===== src/rtl/fifo_rd_ctrl.sv =====
// Burst read controller for a FIFO with one-cycle read latency, feeding a 2-entry
// in-order skid buffer toward a valid/ready sink, with sticky error flags.

module fifo_rd_ctrl_chk #(
    parameter int data_width = 8
) (
    input logic                  clk,
    input logic                  rst,
    input logic                  rd_en,
    input logic                  fifo_empty,
    input logic                  in_read,
    input logic [1:0]            occ,
    input logic                  out_valid,
    input logic                  out_ready,
    input logic [data_width-1:0] out_data,
    input logic                  burst_done,
    input logic                  err_underflow,
    input logic                  err_protocol
);
    a_rd_en_legal: assert property (@(posedge clk) disable iff (rst)
        rd_en |-> (in_read && !fifo_empty));
    a_occ_max: assert property (@(posedge clk) disable iff (rst) occ <= 2'd2);
    a_hold: assert property (@(posedge clk) disable iff (rst)
        (out_valid && !out_ready) |=> (out_valid && $stable(out_data)));
    a_done_pulse: assert property (@(posedge clk) disable iff (rst) burst_done |=> !burst_done);
    a_uf_sticky: assert property (@(posedge clk) disable iff (rst) err_underflow |=> err_underflow);
    a_pe_sticky: assert property (@(posedge clk) disable iff (rst) err_protocol |=> err_protocol);
endmodule

module fifo_rd_ctrl #(
    parameter int data_width = 8,
    parameter int burst_len  = 4
) (
    input  logic                  rd_clk,
    input  logic                  rst,
    input  logic                  enable,
    input  logic                  fifo_empty,
    input  logic [data_width-1:0] fifo_data,
    input  logic                  fifo_valid,
    input  logic                  fifo_underflow,
    output logic                  rd_en,
    output logic [data_width-1:0] out_data,
    output logic                  out_valid,
    input  logic                  out_ready,
    output logic                  burst_done,
    output logic [15:0]           word_count,
    output logic                  err_underflow,
    output logic                  err_protocol
);
    typedef enum logic [1:0] {IDLE = 2'd0, READ = 2'd1, DRAIN = 2'd2} state_t;

    localparam logic [7:0] burst_len_c = 8'(burst_len);

    state_t                state_q, state_d;
    logic [7:0]            issued_q, issued_d;
    logic                  inflight_q, inflight_d;
    logic [1:0]            occ_q, occ_d;
    logic [data_width-1:0] buf0_q, buf0_d;
    logic [data_width-1:0] buf1_q, buf1_d;
    logic [15:0]           word_count_q, word_count_d;
    logic                  err_underflow_q, err_underflow_d;
    logic                  err_protocol_q, err_protocol_d;
    logic                  rst_dly_q, rst_dly_d;

    logic                  out_valid_s;
    logic                  pop_s;
    logic                  push_s;
    logic                  lost_s;
    logic [2:0]            level_s;
    logic                  space_ok_s;
    logic                  burst_end_s;

    // Handshake strobes derived from registered state and the FIFO response
    always_comb begin
        out_valid_s = (occ_q != 2'd0) && !rst;
        pop_s       = out_valid_s && out_ready;
        push_s      = fifo_valid && inflight_q;
        lost_s      = inflight_q && !fifo_valid;
        level_s     = {1'b0, occ_q} + {2'b00, inflight_q};
        space_ok_s  = level_s < ({2'b00, pop_s} + 3'd2);
        burst_end_s = (state_q == DRAIN) && !inflight_q && (occ_q == 2'd0)
                      && (issued_q >= burst_len_c);
    end

    // FSM state register
    always_ff @(posedge rd_clk) begin
        if (rst) begin
            state_q <= IDLE;
        end else begin
            state_q <= state_d;
        end
    end

    // FSM next-state logic; a read lost after the last issue sends DRAIN back to READ
    always_comb begin
        state_d = state_q;
        case (state_q)
            IDLE: begin
                if (enable && !fifo_empty) begin
                    state_d = READ;
                end else begin
                    state_d = IDLE;
                end
            end
            READ: begin
                if (issued_d == burst_len_c) begin
                    state_d = DRAIN;
                end else begin
                    state_d = READ;
                end
            end
            DRAIN: begin
                if (issued_q < burst_len_c) begin
                    state_d = READ;
                end else if (burst_end_s) begin
                    state_d = IDLE;
                end else begin
                    state_d = DRAIN;
                end
            end
            default: state_d = IDLE;
        endcase
    end

    // FSM outputs: read request throttled by buffer space, end-of-burst pulse
    always_comb begin
        rd_en      = !rst && (state_q == READ) && !fifo_empty
                     && (issued_q < burst_len_c) && space_ok_s;
        burst_done = !rst && burst_end_s;
    end

    // Issue counter, skid buffer, transfer counter and sticky error flags
    always_comb begin
        if (state_q == IDLE) begin
            issued_d = 8'd0;
        end else begin
            issued_d = issued_q + {7'd0, rd_en} - {7'd0, lost_s};
        end

        inflight_d = rd_en;
        buf0_d     = buf0_q;
        buf1_d     = buf1_q;
        occ_d      = occ_q;
        case ({push_s, pop_s})
            2'b10: begin
                if (occ_q == 2'd0) begin
                    buf0_d = fifo_data;
                    occ_d  = 2'd1;
                end else if (occ_q == 2'd1) begin
                    buf1_d = fifo_data;
                    occ_d  = 2'd2;
                end else begin
                    occ_d = occ_q;
                end
            end
            2'b01: begin
                if (occ_q == 2'd2) begin
                    buf0_d = buf1_q;
                end else begin
                    buf0_d = buf0_q;
                end
                occ_d = occ_q - 2'd1;
            end
            2'b11: begin
                if (occ_q == 2'd1) begin
                    buf0_d = fifo_data;
                end else begin
                    buf0_d = buf1_q;
                    buf1_d = fifo_data;
                end
            end
            default: occ_d = occ_q;
        endcase

        word_count_d    = word_count_q + {15'd0, pop_s};
        err_underflow_d = err_underflow_q || fifo_underflow || lost_s;
        // Data answering a read issued before reset is dropped silently
        err_protocol_d  = err_protocol_q || (fifo_valid && !inflight_q && !rst_dly_q);
        rst_dly_d       = 1'b0;
    end

    // Datapath registers
    always_ff @(posedge rd_clk) begin
        if (rst) begin
            issued_q        <= 8'd0;
            inflight_q      <= 1'b0;
            occ_q           <= 2'd0;
            buf0_q          <= {data_width{1'b0}};
            buf1_q          <= {data_width{1'b0}};
            word_count_q    <= 16'h0000;
            err_underflow_q <= 1'b0;
            err_protocol_q  <= 1'b0;
            rst_dly_q       <= 1'b1;
        end else begin
            issued_q        <= issued_d;
            inflight_q      <= inflight_d;
            occ_q           <= occ_d;
            buf0_q          <= buf0_d;
            buf1_q          <= buf1_d;
            word_count_q    <= word_count_d;
            err_underflow_q <= err_underflow_d;
            err_protocol_q  <= err_protocol_d;
            rst_dly_q       <= rst_dly_d;
        end
    end

    assign out_valid     = out_valid_s;
    assign out_data      = rst ? {data_width{1'b0}} : buf0_q;
    assign word_count    = rst ? 16'h0000 : word_count_q;
    assign err_underflow = !rst && err_underflow_q;
    assign err_protocol  = !rst && err_protocol_q;

    fifo_rd_ctrl_chk #(.data_width(data_width)) u_chk (
        .clk          (rd_clk),
        .rst          (rst),
        .rd_en        (rd_en),
        .fifo_empty   (fifo_empty),
        .in_read      (state_q == READ),
        .occ          (occ_q),
        .out_valid    (out_valid),
        .out_ready    (out_ready),
        .out_data     (out_data),
        .burst_done   (burst_done),
        .err_underflow(err_underflow),
        .err_protocol (err_protocol)
    );
endmodule

===== config.mk =====
export PLATFORM = sky130hd
export DESIGN_NAME = fifo_rd_ctrl
export DESIGN_NICKNAME = d
export VERILOG_FILES = /design/src/rtl/fifo_rd_ctrl.sv
export SDC_FILE = /design/constraint.sdc
export NUM_CORES = 1
export LEC_CHECK = 0
export CELL_PAD_IN_SITES_DETAIL_PLACEMENT = 1
export CELL_PAD_IN_SITES_GLOBAL_PLACEMENT = 1
export CORE_ASPECT_RATIO = 1.5
export CORE_MARGIN = 2
export CORE_UTILIZATION = 43
export CTS_CLUSTER_DIAMETER = 40
export CTS_CLUSTER_SIZE = 12
export DETAILED_ROUTE_END_ITERATION = 16
export HOLD_SLACK_MARGIN = 0.15
export PLACE_DENSITY = 0.95
export SYNTH_ARGS = -nofsm -noshare
export SYNTH_HDL_FRONTEND = slang
export SYNTH_SLANG_ARGS = --single-unit

===== constraint.sdc =====
create_clock -name rd_clk -period 7.02 [get_ports rd_clk]
set_input_delay 1.053 -clock rd_clk [delete_from_list [all_inputs] [get_ports rd_clk]]
set_output_delay 1.053 -clock rd_clk [all_outputs]
set_load 0.05 [all_outputs]

==> report_table.html <==
<table>
<tr><th>Metric</th><th>Value</th></tr>
<tr><th colspan="2">Clocking</th></tr>
<tr><td>Total clock buffers created by CTS</td><td>5</td></tr>
<tr><td>Clk sink count</td><td>48</td></tr>
<tr><td>Clock slew seen by the registers of the worst setup and hold paths</td><td>0.10 ns</td></tr>
<tr><td>CTS hold repair buffers</td><td>0</td></tr>
<tr><td>Count of instances resized after the clock tree is built</td><td>0</td></tr>
<tr><td>Number of buffers inserted by post-CTS setup repair</td><td>0</td></tr>
<tr><td>Latest clock arrival within the worst-skew pair</td><td>0.31 ns</td></tr>
<tr><td>H-tree depth reported by CTS</td><td>2</td></tr>
<tr><td>Buffer type at the clock tree root</td><td>sky130_fd_sc_hd__clkbuf_8</td></tr>
<tr><td>Bufs on Longest Clock Path</td><td>2</td></tr>
<tr><td>CTS tree</td><td>built</td></tr>
<tr><th colspan="2">Run status</th></tr>
<tr><td>Status</td><td>finished, final reports clean</td></tr>
<tr><th colspan="2">Synthesis</th></tr>
<tr><td>Cell area after technology mapping</td><td>2710 sq um</td></tr>
<tr><td>Fraction of registers with async set/reset</td><td>0%</td></tr>
<tr><td>Gate count of the mapped netlist</td><td>326</td></tr>
<tr><td>Flip-flop and latch count after synthesis</td><td>48</td></tr>
<tr><td>Number of synthesized flops with an enable pin</td><td>0</td></tr>
<tr><td>Warnings, synthesis</td><td>0</td></tr>
<tr><td>Net Count, Synth</td><td>361</td></tr>
<tr><td>Post-synth top flop</td><td>sky130_fd_sc_hd__dfxtp_1</td></tr>
<tr><td>Unique cell type count in the Yosys netlist</td><td>47</td></tr>
<tr><td>Post-synthesis sequential area ratio</td><td>~35%</td></tr>
<tr><td>Synthesized area divided by synthesized cell count</td><td>8.32 sq um</td></tr>
<tr><th colspan="2">Drt</th></tr>
<tr><td>Wire per inst</td><td>roughly 16 um</td></tr>
<tr><td>Detailed Routing Iterations Pass 1</td><td>5</td></tr>
<tr><td>Remaining DRCs</td><td>0</td></tr>
<tr><td>Count of vias placed by the detailed router</td><td>~2.4k</td></tr>
<tr><td>Drt initial violations</td><td>77</td></tr>
<tr><td>Total routed wirelength</td><td>slightly below 7 mm</td></tr>
<tr><td>Average vias per placed instance</td><td>approximately 5.5</td></tr>
<tr><td>Routed Antenna Nets</td><td>0</td></tr>
<tr><th colspan="2">Global routing</th></tr>
<tr><td>Maximum number of pins on one net before global-route repair</td><td>73</td></tr>
<tr><td>Global-route wire length before repair</td><td>11.3 mm</td></tr>
<tr><td>Congestion Overflow GR</td><td>0</td></tr>
<tr><td>Initial antenna violation count</td><td>0</td></tr>
<tr><td>Via count of the first global-routing pass</td><td>2419</td></tr>
<tr><td>Total Routing Usage GR</td><td>21.4%</td></tr>
<tr><th colspan="2">Floorplan</th></tr>
<tr><td>Number of standard-cell rows in the floorplan</td><td>35</td></tr>
<tr><td>Starting density of the core</td><td>44.3%</td></tr>
<tr><td>Area of the placeable core</td><td>6130 sq um</td></tr>
<tr><td>Horiz. Die Dim</td><td>~69 um</td></tr>
<tr><td>Floorplan die height</td><td>approximately 100 um</td></tr>
<tr><td>I/O pin cnt</td><td>44</td></tr>
<tr><td>Floorplan die area</td><td>6980 sq um</td></tr>
<tr><th colspan="2">Worst setup path</th></tr>
<tr><td>Chain of cells forming the critical path</td><td>clkdlybuf4s50_1 -&gt; nor3b_4 -&gt; nand2b_1 -&gt; a211oi_1 -&gt; clkdlybuf4s50_1</td></tr>
<tr><td>Worst setup path startpoint</td><td>out_ready</td></tr>
<tr><td>Delay of the slowest cell on the worst path</td><td>0.88 ns</td></tr>
<tr><td>Largest delay share family, worst path</td><td>buffers and inverters</td></tr>
<tr><td>Endpoint arrival time on the critical path</td><td>between 3 and 4 ns</td></tr>
<tr><td>Element type at the critical path start</td><td>input port</td></tr>
<tr><td>Reg2Reg Launch Point</td><td>occ_q[1]$_SDFFE_PP0P_</td></tr>
<tr><td>CP Data Required Time</td><td>5.97 ns</td></tr>
<tr><td>Worst Path Max Fanout</td><td>14</td></tr>
<tr><td>Buffers plus inverters on the worst setup path</td><td>2</td></tr>
<tr><td>Worst flop-to-flop path endpoint</td><td>state_q[0]$_SDFF_PP0_</td></tr>
<tr><td>Most frequent cell on the critical path</td><td>sky130_fd_sc_hd__clkdlybuf4s50_1</td></tr>
<tr><td>Kind of capture point of the worst setup path</td><td>primary output</td></tr>
<tr><td>Startpoint-to-endpoint class of the critical path</td><td>in2out</td></tr>
<tr><td>Worst-case reg-to-reg path depth</td><td>13</td></tr>
<tr><td>Slowest stage cell on the critical path</td><td>sky130_fd_sc_hd__clkdlybuf4s50_1</td></tr>
<tr><td>Setup slack of the worst register-to-register path</td><td>2.95 ns</td></tr>
<tr><th colspan="2">Power</th></tr>
<tr><td>Total leakage power</td><td>approximately 1.2 nW</td></tr>
<tr><td>Total power density per cell area</td><td>157 nW/um^2</td></tr>
<tr><td>Worst voltage drop across the vdd grid</td><td>109 uV</td></tr>
<tr><th colspan="2">Timing</th></tr>
<tr><td>Minimum period implied by the final worst setup slack</td><td>~4.6 ns</td></tr>
<tr><td>Final-layout setup total negative slack</td><td>0 ns</td></tr>
<tr><td>Portion of the clock cycle consumed by the worst path in the final layout</td><td>65.7%</td></tr>
<tr><td>Worst clock skew</td><td>0.00975 ns</td></tr>
<tr><td>Worst max-slew margin expressed relative to the limit</td><td>a little over half</td></tr>
<tr><td>Final count of pins violating max slew</td><td>0</td></tr>
<tr><td>Max Clk Rate</td><td>217 MHz</td></tr>
<tr><td>RSZ-0062 raised after global routing</td><td>false</td></tr>
<tr><td>Final Hold Violating Endpoints</td><td>0</td></tr>
<tr><td>Least-Margin Pin Slew</td><td>0.719 ns</td></tr>
<tr><td>Setup ws final</td><td>2.41 ns</td></tr>
<tr><td>Final count of negative-setup-slack endpoints</td><td>0</td></tr>
<tr><th colspan="2">Min path</th></tr>
<tr><td>Tightest Hold Check Type</td><td>reg2reg</td></tr>
<tr><td>Worst Hold Path Cells</td><td>2</td></tr>
<tr><td>Hold worst-path end</td><td>err_underflow_q$_SDFF_PP0_</td></tr>
<tr><td>Launch point of the worst hold path</td><td>err_underflow_q$_SDFF_PP0_</td></tr>
<tr><th colspan="2">Cells and area</th></tr>
<tr><td>Most frequent cells in the layout</td><td>sky130_fd_sc_hd__dfxtp_1, sky130_fd_sc_hd__nor2_1, sky130_fd_sc_hd__clkdlybuf4s50_1</td></tr>
<tr><td>Number of diodes</td><td>0</td></tr>
<tr><td>Finished Layout Cells</td><td>437</td></tr>
<tr><td>Layout-stage area growth over the synthesis result</td><td>20.1%</td></tr>
<tr><td>Share of post-route cells with drive strength above 1</td><td>4.13%</td></tr>
<tr><td>Most common cell after layout, fill and taps aside</td><td>sky130_fd_sc_hd__dfxtp_1</td></tr>
<tr><td>Number of fill cells in the layout</td><td>755</td></tr>
<tr><td>Nets</td><td>397</td></tr>
<tr><th colspan="2">Place</th></tr>
<tr><td>Minimum setup slack after placement</td><td>2.32 ns</td></tr>
<tr><td>Final Wtd Congestion</td><td>between 0.9 and 1</td></tr>
<tr><td>Count of port buffers added during placement</td><td>43</td></tr>
<tr><td>Placed Cells</td><td>429</td></tr>
<tr><td>Detailed-placement wirelength estimate</td><td>5.00 mm</td></tr>
<tr><th colspan="2">Flow run</th></tr>
<tr><td>Maximum capacitance violations</td><td>0</td></tr>
</table>
## logic make-up after synthesis
kind of cell | after synthesis | share of synthesized area [%]
buffers and inverters | 32 | 4.75
DFF | 48 | 35.4
xor gates and xnor gates | 14 | 4.52
adders and majority gates | 20 | 9.50
AOI/OAI and AO/OA | 44 | 11.2
and+or+nand+nor | 159 | 31.3
muxes | 9 | 3.32
## per-layer routing
| layer | vias up | track usage [%] | routed length, um |
|---|---|---|---|
| met4 | 0 | 8.75 | 185 |
| met2 | 45 | 39.4 | 3760 |
| met1 | 1173 | 23.8 | 2810 |
| met5 | - | 0 | 0 |
| met3 | 16 | 3.00 | 187 |
| li1 | 1190 | - | - |
## sequential cells by signal, summed over array words and instances (netlist names)
name             count
issued_q             8
err_protocol_q       1
err_underflow_q      1
word_count_q        16
rst_dly_q            1
state_q              2
occ_q                2
buf1_q               8
inflight_q           1
buf0_q               8
## metrics by stage
step | util, % | area, sq um | power [W] | hold slack (ns)
after floorplan | - | 2710 | 0.000328 | 0.429
after global placement | 51.8 | 3170 | 0.000347 | 0.444
after detailed placement | 51.8 | 3170 | 0.000349 | 0.483
after CTS | 53.2 | 3260 | 0.000517 | 0.505
after global routing | 53.2 | 3260 | 0.000534 | 0.524
final | 53.2 | 3260 | 0.000512 | 0.495
## cells in the mapped netlist, drive strengths merged, types with 2 or more instances
cell / instances / area [sq um]
nand2: 18 / 67.6
dfxtp: 48 / 961
nor2: 47 / 176
or4: 2 / 18.8
buf: 7 / 35.0
a311oi: 7 / 61.3
nor4: 2 / 12.5
and4: 2 / 17.5
nor3: 11 / 66.3
o211ai: 3 / 22.5
or3: 4 / 25.0
nand2b: 8 / 50.1
ha: 19 / 238
xor2: 6 / 52.6
nand4: 3 / 18.8
or2: 3 / 18.8
nor3b: 3 / 33.8
nor2b: 34 / 213
clkbuf: 8 / 30.0
nand3: 17 / 90.1
xnor2: 8 / 70.1
a21o: 2 / 15.0
o21ai: 6 / 30.0
inv: 17 / 63.8
a31oi: 2 / 12.5
a211oi: 6 / 45.0
mux2i: 9 / 90.1
a21oi: 11 / 55.1
## how the worst max path moves through the flow
stage	to	slack, ns	cells past startpoint
after detailed placement	state_q[0]$_SDFF_PP0_	2.32	12
after CTS	rd_en	2.36	5
after global routing	rd_en	2.22	6
after floorplan	state_q[0]$_SDFF_PP0_	2.31	12
after global placement	rd_en	2.44	6
final	rd_en	2.41	5
## worst reg2reg max path: stages (launching register included)
cell,delay [ns]
sky130_fd_sc_hd__dfxtp_1,0.44
sky130_fd_sc_hd__inv_1,0.13
sky130_fd_sc_hd__ha_1,0.37
sky130_fd_sc_hd__nor3b_4,0.58
sky130_fd_sc_hd__nand2b_1,0.15
sky130_fd_sc_hd__a211oi_1,0.41
sky130_fd_sc_hd__ha_1,0.25
sky130_fd_sc_hd__inv_1,0.06
sky130_fd_sc_hd__fa_1,0.40
sky130_fd_sc_hd__nor2b_1,0.21
sky130_fd_sc_hd__o211ai_1,0.13
sky130_fd_sc_hd__a211oi_1,0.40
sky130_fd_sc_hd__nand3_2,0.13
sky130_fd_sc_hd__o31a_1,0.31
## power breakdown
part	internal (W)	switching, W
combinational	0.0000251	0.0000386
clock	0.0000714	0.0000973
sequential	0.000276	0.00000352
## area by class of cell
type,instances,area (sq um),area share (%)
inverters,17,63.8,1.96
clock buffers,7,76.3,2.34
well taps,74,92.6,2.84
clock inverters,1,8.76,0.269
repair buffers,44,433,13.3
multi-input cells,246,1620,49.8
flip-flops and latches,48,961,29.5
Power figures use the tool's default switching activity.
